## config.mk

```make
export PLATFORM = sky130hd
export DESIGN_NAME = bcd_countdown_timer
export DESIGN_NICKNAME = d
export VERILOG_FILES = /design/src/rtl/bcd_countdown_timer.sv
export SDC_FILE = /design/constraint.sdc
export NUM_CORES = 1
export LEC_CHECK = 0
export ABC_AREA = 1
export CAP_MARGIN = 20
export CORE_MARGIN = 5
export CORE_UTILIZATION = 50
export DETAILED_ROUTE_END_ITERATION = 10
export HOLD_SLACK_MARGIN = 0.1
export PLACE_DENSITY = 0.75
export SLEW_MARGIN = 20
export SYNTH_ARGS = -nofsm -noshare
export SYNTH_HDL_FRONTEND = slang
export SYNTH_SLANG_ARGS = --single-unit
```

## constraint.sdc

```tcl
create_clock -name clk -period 4.4 [get_ports clk]
set_input_delay 0.88 -clock clk [delete_from_list [all_inputs] [get_ports clk]]
set_output_delay 0.88 -clock clk [all_outputs]
set_load 0.05 [all_outputs]
```

## src/rtl/bcd_countdown_timer.sv

```systemverilog
// Minutes:seconds BCD countdown timer feeding the 4-digit seven-segment display driver.
// Operator loads a start time, starts/pauses/resumes it; done pulses once on reaching 00:00.
module bcd_countdown_timer #(
    parameter int DIV = 100000000,
    parameter int PW  = 27
) (
    input  logic        clk,
    input  logic        rst,
    input  logic        load,
    input  logic        start,
    input  logic        stop,
    input  logic [7:0]  set_mins,
    input  logic [7:0]  set_secs,
    output logic [11:0] mins,
    output logic [11:0] secs,
    output logic        running,
    output logic        done,
    output logic        expired
);

    typedef enum logic [1:0] {
        IDLE    = 2'd0,
        RUN     = 2'd1,
        PAUSE   = 2'd2,
        EXPIRED = 2'd3
    } state_t;

    state_t        state_q, state_d;
    logic [PW-1:0] presc_q, presc_d;
    logic [7:0]    mins_q, mins_d;
    logic [7:0]    secs_q, secs_d;
    logic          done_q, done_d;

    logic [7:0]    mins_dec, secs_dec;
    logic          dec_zero;
    logic          tick;

    function automatic logic [3:0] clamp_digit(input logic [3:0] d, input logic [3:0] max);
        return (d > max) ? max : d;
    endfunction

    assign tick = (presc_q == PW'(DIV - 1));

    // One-second BCD decrement with borrow across both digit pairs.
    always_comb begin
        mins_dec = mins_q;
        secs_dec = secs_q;
        if (secs_q[3:0] != 4'd0) begin
            secs_dec = {secs_q[7:4], secs_q[3:0] - 4'd1};
        end else if (secs_q[7:4] != 4'd0) begin
            secs_dec = {secs_q[7:4] - 4'd1, 4'd9};
        end else if (mins_q != 8'h00) begin
            secs_dec = 8'h59;
            if (mins_q[3:0] != 4'd0) begin
                mins_dec = {mins_q[7:4], mins_q[3:0] - 4'd1};
            end else begin
                mins_dec = {mins_q[7:4] - 4'd1, 4'd9};
            end
        end
        dec_zero = (mins_dec == 8'h00) && (secs_dec == 8'h00);
    end

    always_comb begin
        state_d = state_q;
        presc_d = presc_q;
        mins_d  = mins_q;
        secs_d  = secs_q;
        done_d  = 1'b0;
        if (load) begin
            state_d = IDLE;
            presc_d = '0;
            mins_d  = {clamp_digit(set_mins[7:4], 4'd9), clamp_digit(set_mins[3:0], 4'd9)};
            secs_d  = {clamp_digit(set_secs[7:4], 4'd5), clamp_digit(set_secs[3:0], 4'd9)};
        end else begin
            case (state_q)
                IDLE: begin
                    if (start && !stop) begin
                        presc_d = '0;
                        if (mins_q == 8'h00 && secs_q == 8'h00) begin
                            state_d = EXPIRED;
                            done_d  = 1'b1;
                        end else begin
                            state_d = RUN;
                        end
                    end
                end
                RUN: begin
                    if (stop) begin
                        state_d = PAUSE;
                    end else if (tick) begin
                        presc_d = '0;
                        mins_d  = mins_dec;
                        secs_d  = secs_dec;
                        if (dec_zero) begin
                            state_d = EXPIRED;
                            done_d  = 1'b1;
                        end
                    end else begin
                        presc_d = presc_q + PW'(1);
                    end
                end
                PAUSE: begin
                    if (start && !stop) begin
                        state_d = RUN;
                    end
                end
                default: begin
                    state_d = EXPIRED;
                end
            endcase
        end
    end

    always_ff @(posedge clk) begin
        if (rst) begin
            state_q <= IDLE;
            presc_q <= '0;
            mins_q  <= 8'h00;
            secs_q  <= 8'h00;
            done_q  <= 1'b0;
        end else begin
            state_q <= state_d;
            presc_q <= presc_d;
            mins_q  <= mins_d;
            secs_q  <= secs_d;
            done_q  <= done_d;
        end
    end

    assign mins    = {4'h0, mins_q};
    assign secs    = {4'h0, secs_q};
    assign running = (state_q == RUN);
    assign expired = (state_q == EXPIRED);
    assign done    = done_q;

endmodule

```

==> reports/results.tsv, run 1 <==
metric	value	unit
outcome	finished, final reports clean	
setup_viol	0	
area_growth	15.1	%
wirelength	7630	µm
grt_pass1_vias	2915	
die_x	88.5	µm
vias	3134	
synth_area	3080	µm²
cts_buffers	5	
yosys_warnings	0	
clock_sinks	46	
synth_top_area_share	29.9	%
r2r_slack	2050	ps
die_area	7840	µm²
finalNetCount	530	
seqPwrFrac	47.0	%
postCtsSetupBuffers	0	
hold_depth	1	
utilization	59.6	%
rr_startpoint	presc_q[0]	
clock_skew	4.67	ps
power.switching	322	µW
relSlewSlack	59.8	%
io_pins	48	
yosys-top-cells-area	dfxtp_1 30%, nand2_1 12%, inv_1 7.3%	
ir_worst_vdd	0.000139	V
worstMarginPinSlew	601	ps
drtIter0Drc	186	
postRouteAntennaNets	0	
core-area	5960	µm²
final_cell_mix	98 x nand2_1, 60 x inv_1, 55 x nor2_1	
clk_path_buf_depth	2	
power_density	265	nW/µm²
worst_slack	1740	ps
cp.arrival	1780	ps
min_period	2660	ps
post_cts_resized	0	
ys_ff_latch	46	
start_util	51.8	%
avgViaCountPerCell	5.41	
grt-ovfl-total	0	
layout_commonest_cell	nand2_1	
antenna_cells	0	
holdBufCountCts	0	
grt_usage	20.4	%
nFillCells	602	
fin_setup_tns	0	ps
post_drt_wl_per_cell	13.2	µm
r2r_end	presc_q[24]	
crit_fanout	4	
min_to	presc_q[22]	
dieHeight	88.5	µm
detailedPlace.worstSlack	1490	ps
synth_seq_area_share	29.9	%
crit_path_end_kind	output pin	
drv_slew	0	
synth_area_per_cell	6.60	µm²
grt_pass1_wl	12800	µm
path_class	flip-flop to output pin	
p_int	619	µW
clockRootBuffer	clkbuf_8	
drive_gt1_share	9.52	%
hold_viol_final	0	
power.share.clock	26.2	%
holdWs	482	ps
antenna_found_initial	0	
ys_types	44	
drv_cap	0	
drc	0	
hp-start	presc_q[22]	
yosys.area.top_type	dfxtp_1	
crit_required	3520	ps
hold_class	flip-flop to flip-flop	
p_sw_share	34.2	%
comb_power_share	26.8	%
rsz0062_at_grt	false	
fmax	376	MHz
ff2ff_path_depth	10	
dp_hpwl	5930	µm
startpoint_type	flip-flop	
row_count	28	
cts-htree-levels	2	
drt-pass1-iter-count	4	
grt_max_degree	19	
clk_latency	300	ps
clkSlewWorstSetupHoldPaths	80	ps
leakage	1.40	nW
io_buffers	39	
cts_tree	built	
min_period_over_period	60.5	%
gp_congestion	0.882	
synthCells	467	
-- state kept, by name, indices dropped and copies added, names as in the netlist --
name     count
done         1
mins_q       8
presc_q     27
secs_q       8
state_q      2
-- routing by layer --
metal,up-vias,track usage [%],wire [µm]
li1,1593,-,-
met1,1417,24.1,3140
met2,110,37.7,3930
met3,14,3.07,451
met4,0,6.87,118
met5,-,0,0
-- critical path, cell delays in order (launching register included) --
cell and delay [ps]:
dfxtp_1 360, inv_2 120, nand2_2 70, inv_1 110, clkdlybuf4s50_1 820
-- per-stage QoR --
| step | std cells | instance area (µm²) | total power [mW] |
|---|---|---|---|
| 3_3_place_gp | 572 | 3470 | 0.697 |
| 4_1_cts | 579 | 3550 | 0.949 |
| 6_report | 579 | 3550 | 0.941 |
| 5_1_grt | 579 | 3550 | 0.991 |
| 2_1_floorplan | 474 | 3110 | 0.640 |
| 3_5_place_dp | 572 | 3470 | 0.701 |
-- synth_stat cells (all sizes together) --
| cell | n |
|---|---|
| a211oi | 7 |
| a21oi | 36 |
| a221oi | 1 |
| a31oi | 5 |
| buf | 14 |
| clkbuf | 2 |
| clkinv | 1 |
| conb | 1 |
| dfxtp | 46 |
| ha | 5 |
| inv | 68 |
| nand2 | 105 |
| nand3 | 38 |
| nand3b | 3 |
| nand4 | 6 |
| nor2 | 68 |
| nor3 | 21 |
| nor3b | 1 |
| nor4 | 4 |
| o211a | 1 |
| o211ai | 1 |
| o21a | 2 |
| o21ai | 21 |
| o221ai | 1 |
| o22ai | 4 |
| o31ai | 1 |
| or2 | 1 |
| xnor2 | 1 |
| xor2 | 2 |
-- area by class of cell --
cell class / count / area [µm²] / area share (%)
clock buffer: 7 / 76.3 / 2.15
multi-input combinational: 343 / 1810 / 51.0
tap: 75 / 93.8 / 2.64
timing repair buffer: 39 / 390 / 11.0
inverter: 69 / 259 / 7.30
sequential: 46 / 921 / 26.0
-- how the worst max path moves through the flow --
stage          startpoint           to  slack, ps  depth (start not counted)
2_1_floorplan        stop  presc_q[24]       2280                         10
3_3_place_gp         stop  presc_q[24]       1570                         11
3_5_place_dp         stop  presc_q[24]       1490                         11
4_1_cts        state_q[1]      running       1720                          4
5_1_grt              stop  presc_q[24]       1550                         11
6_report       state_q[1]      running       1740                          4
-- power groups by stage --
stage	Clock, mW	Sequential, mW	Combinational (mW)
2_1_floorplan	0	0.483	0.157
3_3_place_gp	0	0.451	0.246
3_5_place_dp	0	0.452	0.250
4_1_cts	0.257	0.442	0.251
5_1_grt	0.270	0.444	0.277
6_report	0.247	0.442	0.252
-- kinds of logic (layout without fill, tap and decap cells) --
kind of cell / after synthesis / count (layout) / share of synthesized area [%]
buf+inv: 85 / 115 / 12.4
compound gates: 80 / 80 / 15.7
other cells: 1 / 8 / 0.122
xor+xnor: 3 / 3 / 0.852
fa+ha+maj: 5 / 5 / 2.03
simple gates: 247 / 247 / 39.0
flops: 46 / 46 / 29.9
(Power assumes the default switching activity.)
==> inputs of run 2 (changes only) <==
CORE_UTILIZATION = 49   (was 50)
PLACE_DENSITY = 0.77   (was 0.75)
clock period = 2.25 ns   (was 4.4 ns; I/O delays follow)
==> reports/results.tsv, run 2 (synthesis results as in run 1) <==
metric	value	unit
outcome	finished, final reports clean	
comb_power_share	25.9	%
p_int	1.37	mW
clkSlewWorstSetupHoldPaths	80	ps
final_cell_mix	96 x nand2_1, 60 x inv_1, 55 x nor2_1	
min_period_over_period	92.2	%
clockRootBuffer	clkbuf_8	
dp_hpwl	6070	µm
largest_reg_flops	27	
grt_usage	20.0	%
met1_length	3280	µm
drive_gt1_share	13.4	%
ff2ff_path_depth	14	
cts-htree-levels	2	
wl_met2	3920	µm
grt_max_degree	15	
r2r_slack	180	ps
crit_fanout	5	
nFillCells	587	
power.switching	640	µW
antenna_found_initial	0	
power.share.clock	31.2	%
holdBufCountCts	0	
finalNetCount	547	
core-area	6240	µm²
postRouteAntennaNets	0	
seq_area	921	µm²
grt_pass1_vias	2881	
multi_input_area	1820	µm²
leakage	1.50	nW
vias	3169	
area_growth	20.5	%
post_drt_wl_per_cell	13.1	µm
drtIter0Drc	183	
ir_worst_vdd	0.000444	V
gp_congestion	0.939	
path_class	flip-flop to flip-flop	
rr_startpoint	secs_q[0]	
drt-pass1-iter-count	4	
wirelength	7840	µm
relSlewSlack	66.7	%
die_area	7980	µm²
start_util	49.4	%
io_pins	48	
cts_buffers	5	
clk_path_buf_depth	2	
startpoint_type	flip-flop	
hold_depth	1	
hold_class	flip-flop to flip-flop	
highest_layer	met4	
clock_skew	4.28	ps
grt_pass1_wl	12800	µm
drv_slew	0	
crit_path_end_kind	flip-flop	
io_buffers	39	
cp.arrival	2310	ps
grt-ovfl-total	0	
die_x	89.3	µm
reg_top3	presc_q: 27 flops, mins_q: 8 flops, secs_q: 8 flops	
dr_wl_met3	428	µm
total_power	2.01	mW
clk_latency	290	ps
layout_commonest_cell	nand2_1	
cts_tree	built	
r2r_end	state_q[1]	
min_period	2070	ps
rsz0062_at_grt	false	
drc	0	
clock_sinks	46	
setup_viol	0	
hp-start	presc_q[22]	
hold_viol_final	0	
detailedPlace.worstSlack	-22.3	ps
p_sw_share	31.8	%
worst_slack	176	ps
dieHeight	89.3	µm
power_density	541	nW/µm²
row_count	29	
seqPwrFrac	43.0	%
fmax	482	MHz
worstMarginPinSlew	498	ps
drv_cap	0	
crit_required	2490	ps
antenna_cells	0	
avgViaCountPerCell	5.30	
regMostFlops	presc_q	
min_to	presc_q[22]	
run 2: cell types whose count changed in the layout (fill, tap and decap cells not counted):
cell and change:
buf_4 +17, clkbuf_1 -2, nand2_1 -2, nand2_2 +2, bufinv_16 +1, clkbuf_8 +1
clkdlybuf4s50_1 -1, nor2_2 +1
run 2: worst max-delay path by stage:
stage          startpoint  slack, ps  cells after the start     endpoint
6_report        secs_q[0]        180                     14   state_q[1]
5_1_grt         secs_q[0]         20                     14   state_q[1]
3_3_place_gp         stop         40                     11  presc_q[24]
2_1_floorplan   secs_q[0]        160                     13   state_q[1]
3_5_place_dp         stop        -20                      9  presc_q[14]
4_1_cts         mins_q[0]        160                      1      mins[0]
run 2: layout make-up:
| class | instances | area share (%) |
|---|---|---|
| Clock inverter | 1 | 0.808 |
| Inverter | 69 | 6.97 |
| Multi-Input combinational cell | 344 | 49.0 |
| Timing Repair Buffer | 55 | 13.7 |
| Clock buffer | 6 | 2.22 |
| Sequential cell | 46 | 24.8 |
| Tap cell | 77 | 2.59 |
run 2: routing by layer:
metal  up-vias  GRT usage (%)
li1       1628              -
met1      1436           23.9
met2        85           35.4
met3        20           3.04
met4         0           8.53
met5         -              0
run 2: power groups by stage:
stage                     clock [mW]  sequential, mW  combinational, mW
after floorplan                    0           0.944              0.308
after global placement             0           0.881              0.498
after detailed placement           0           0.883              0.504
after CTS                      0.644           0.864              0.506
after global routing           0.685           0.868              0.565
final                          0.627           0.864              0.520
run 2: stage by stage:
step	hold WS (ps)	utilization [%]	setup TNS [ps]	std cells	instance area [µm²]
after floorplan	447	-	0	474	3110
after global placement	465	57.4	0	589	3580
after detailed placement	466	57.4	-37.2	589	3580
after CTS	489	59.2	0	596	3700
after global routing	523	59.5	0	598	3720
final	489	59.5	0	598	3720
run 2: repair_timing:
| item | in CTS | in global routing |
|---|---|---|
| buffers inserted | 0 | 1 |
| setup endpoints to repair | 0 | 2 |
| gates resized for setup | 0 | 2 |
run 2: critical path, cell delays in order (launching register included):
cell     delay, ps
dfxtp_1        340
inv_1          100
ha_1           250
nand3_2        180
nor2_4         220
nand2_2        130
nand2_1         80
nand2_1         70
nor2_1         100
nand2_1         60
nor2_1         150
nand3_1        100
nand2_1         70
nand2_1         60
a21oi_2        100
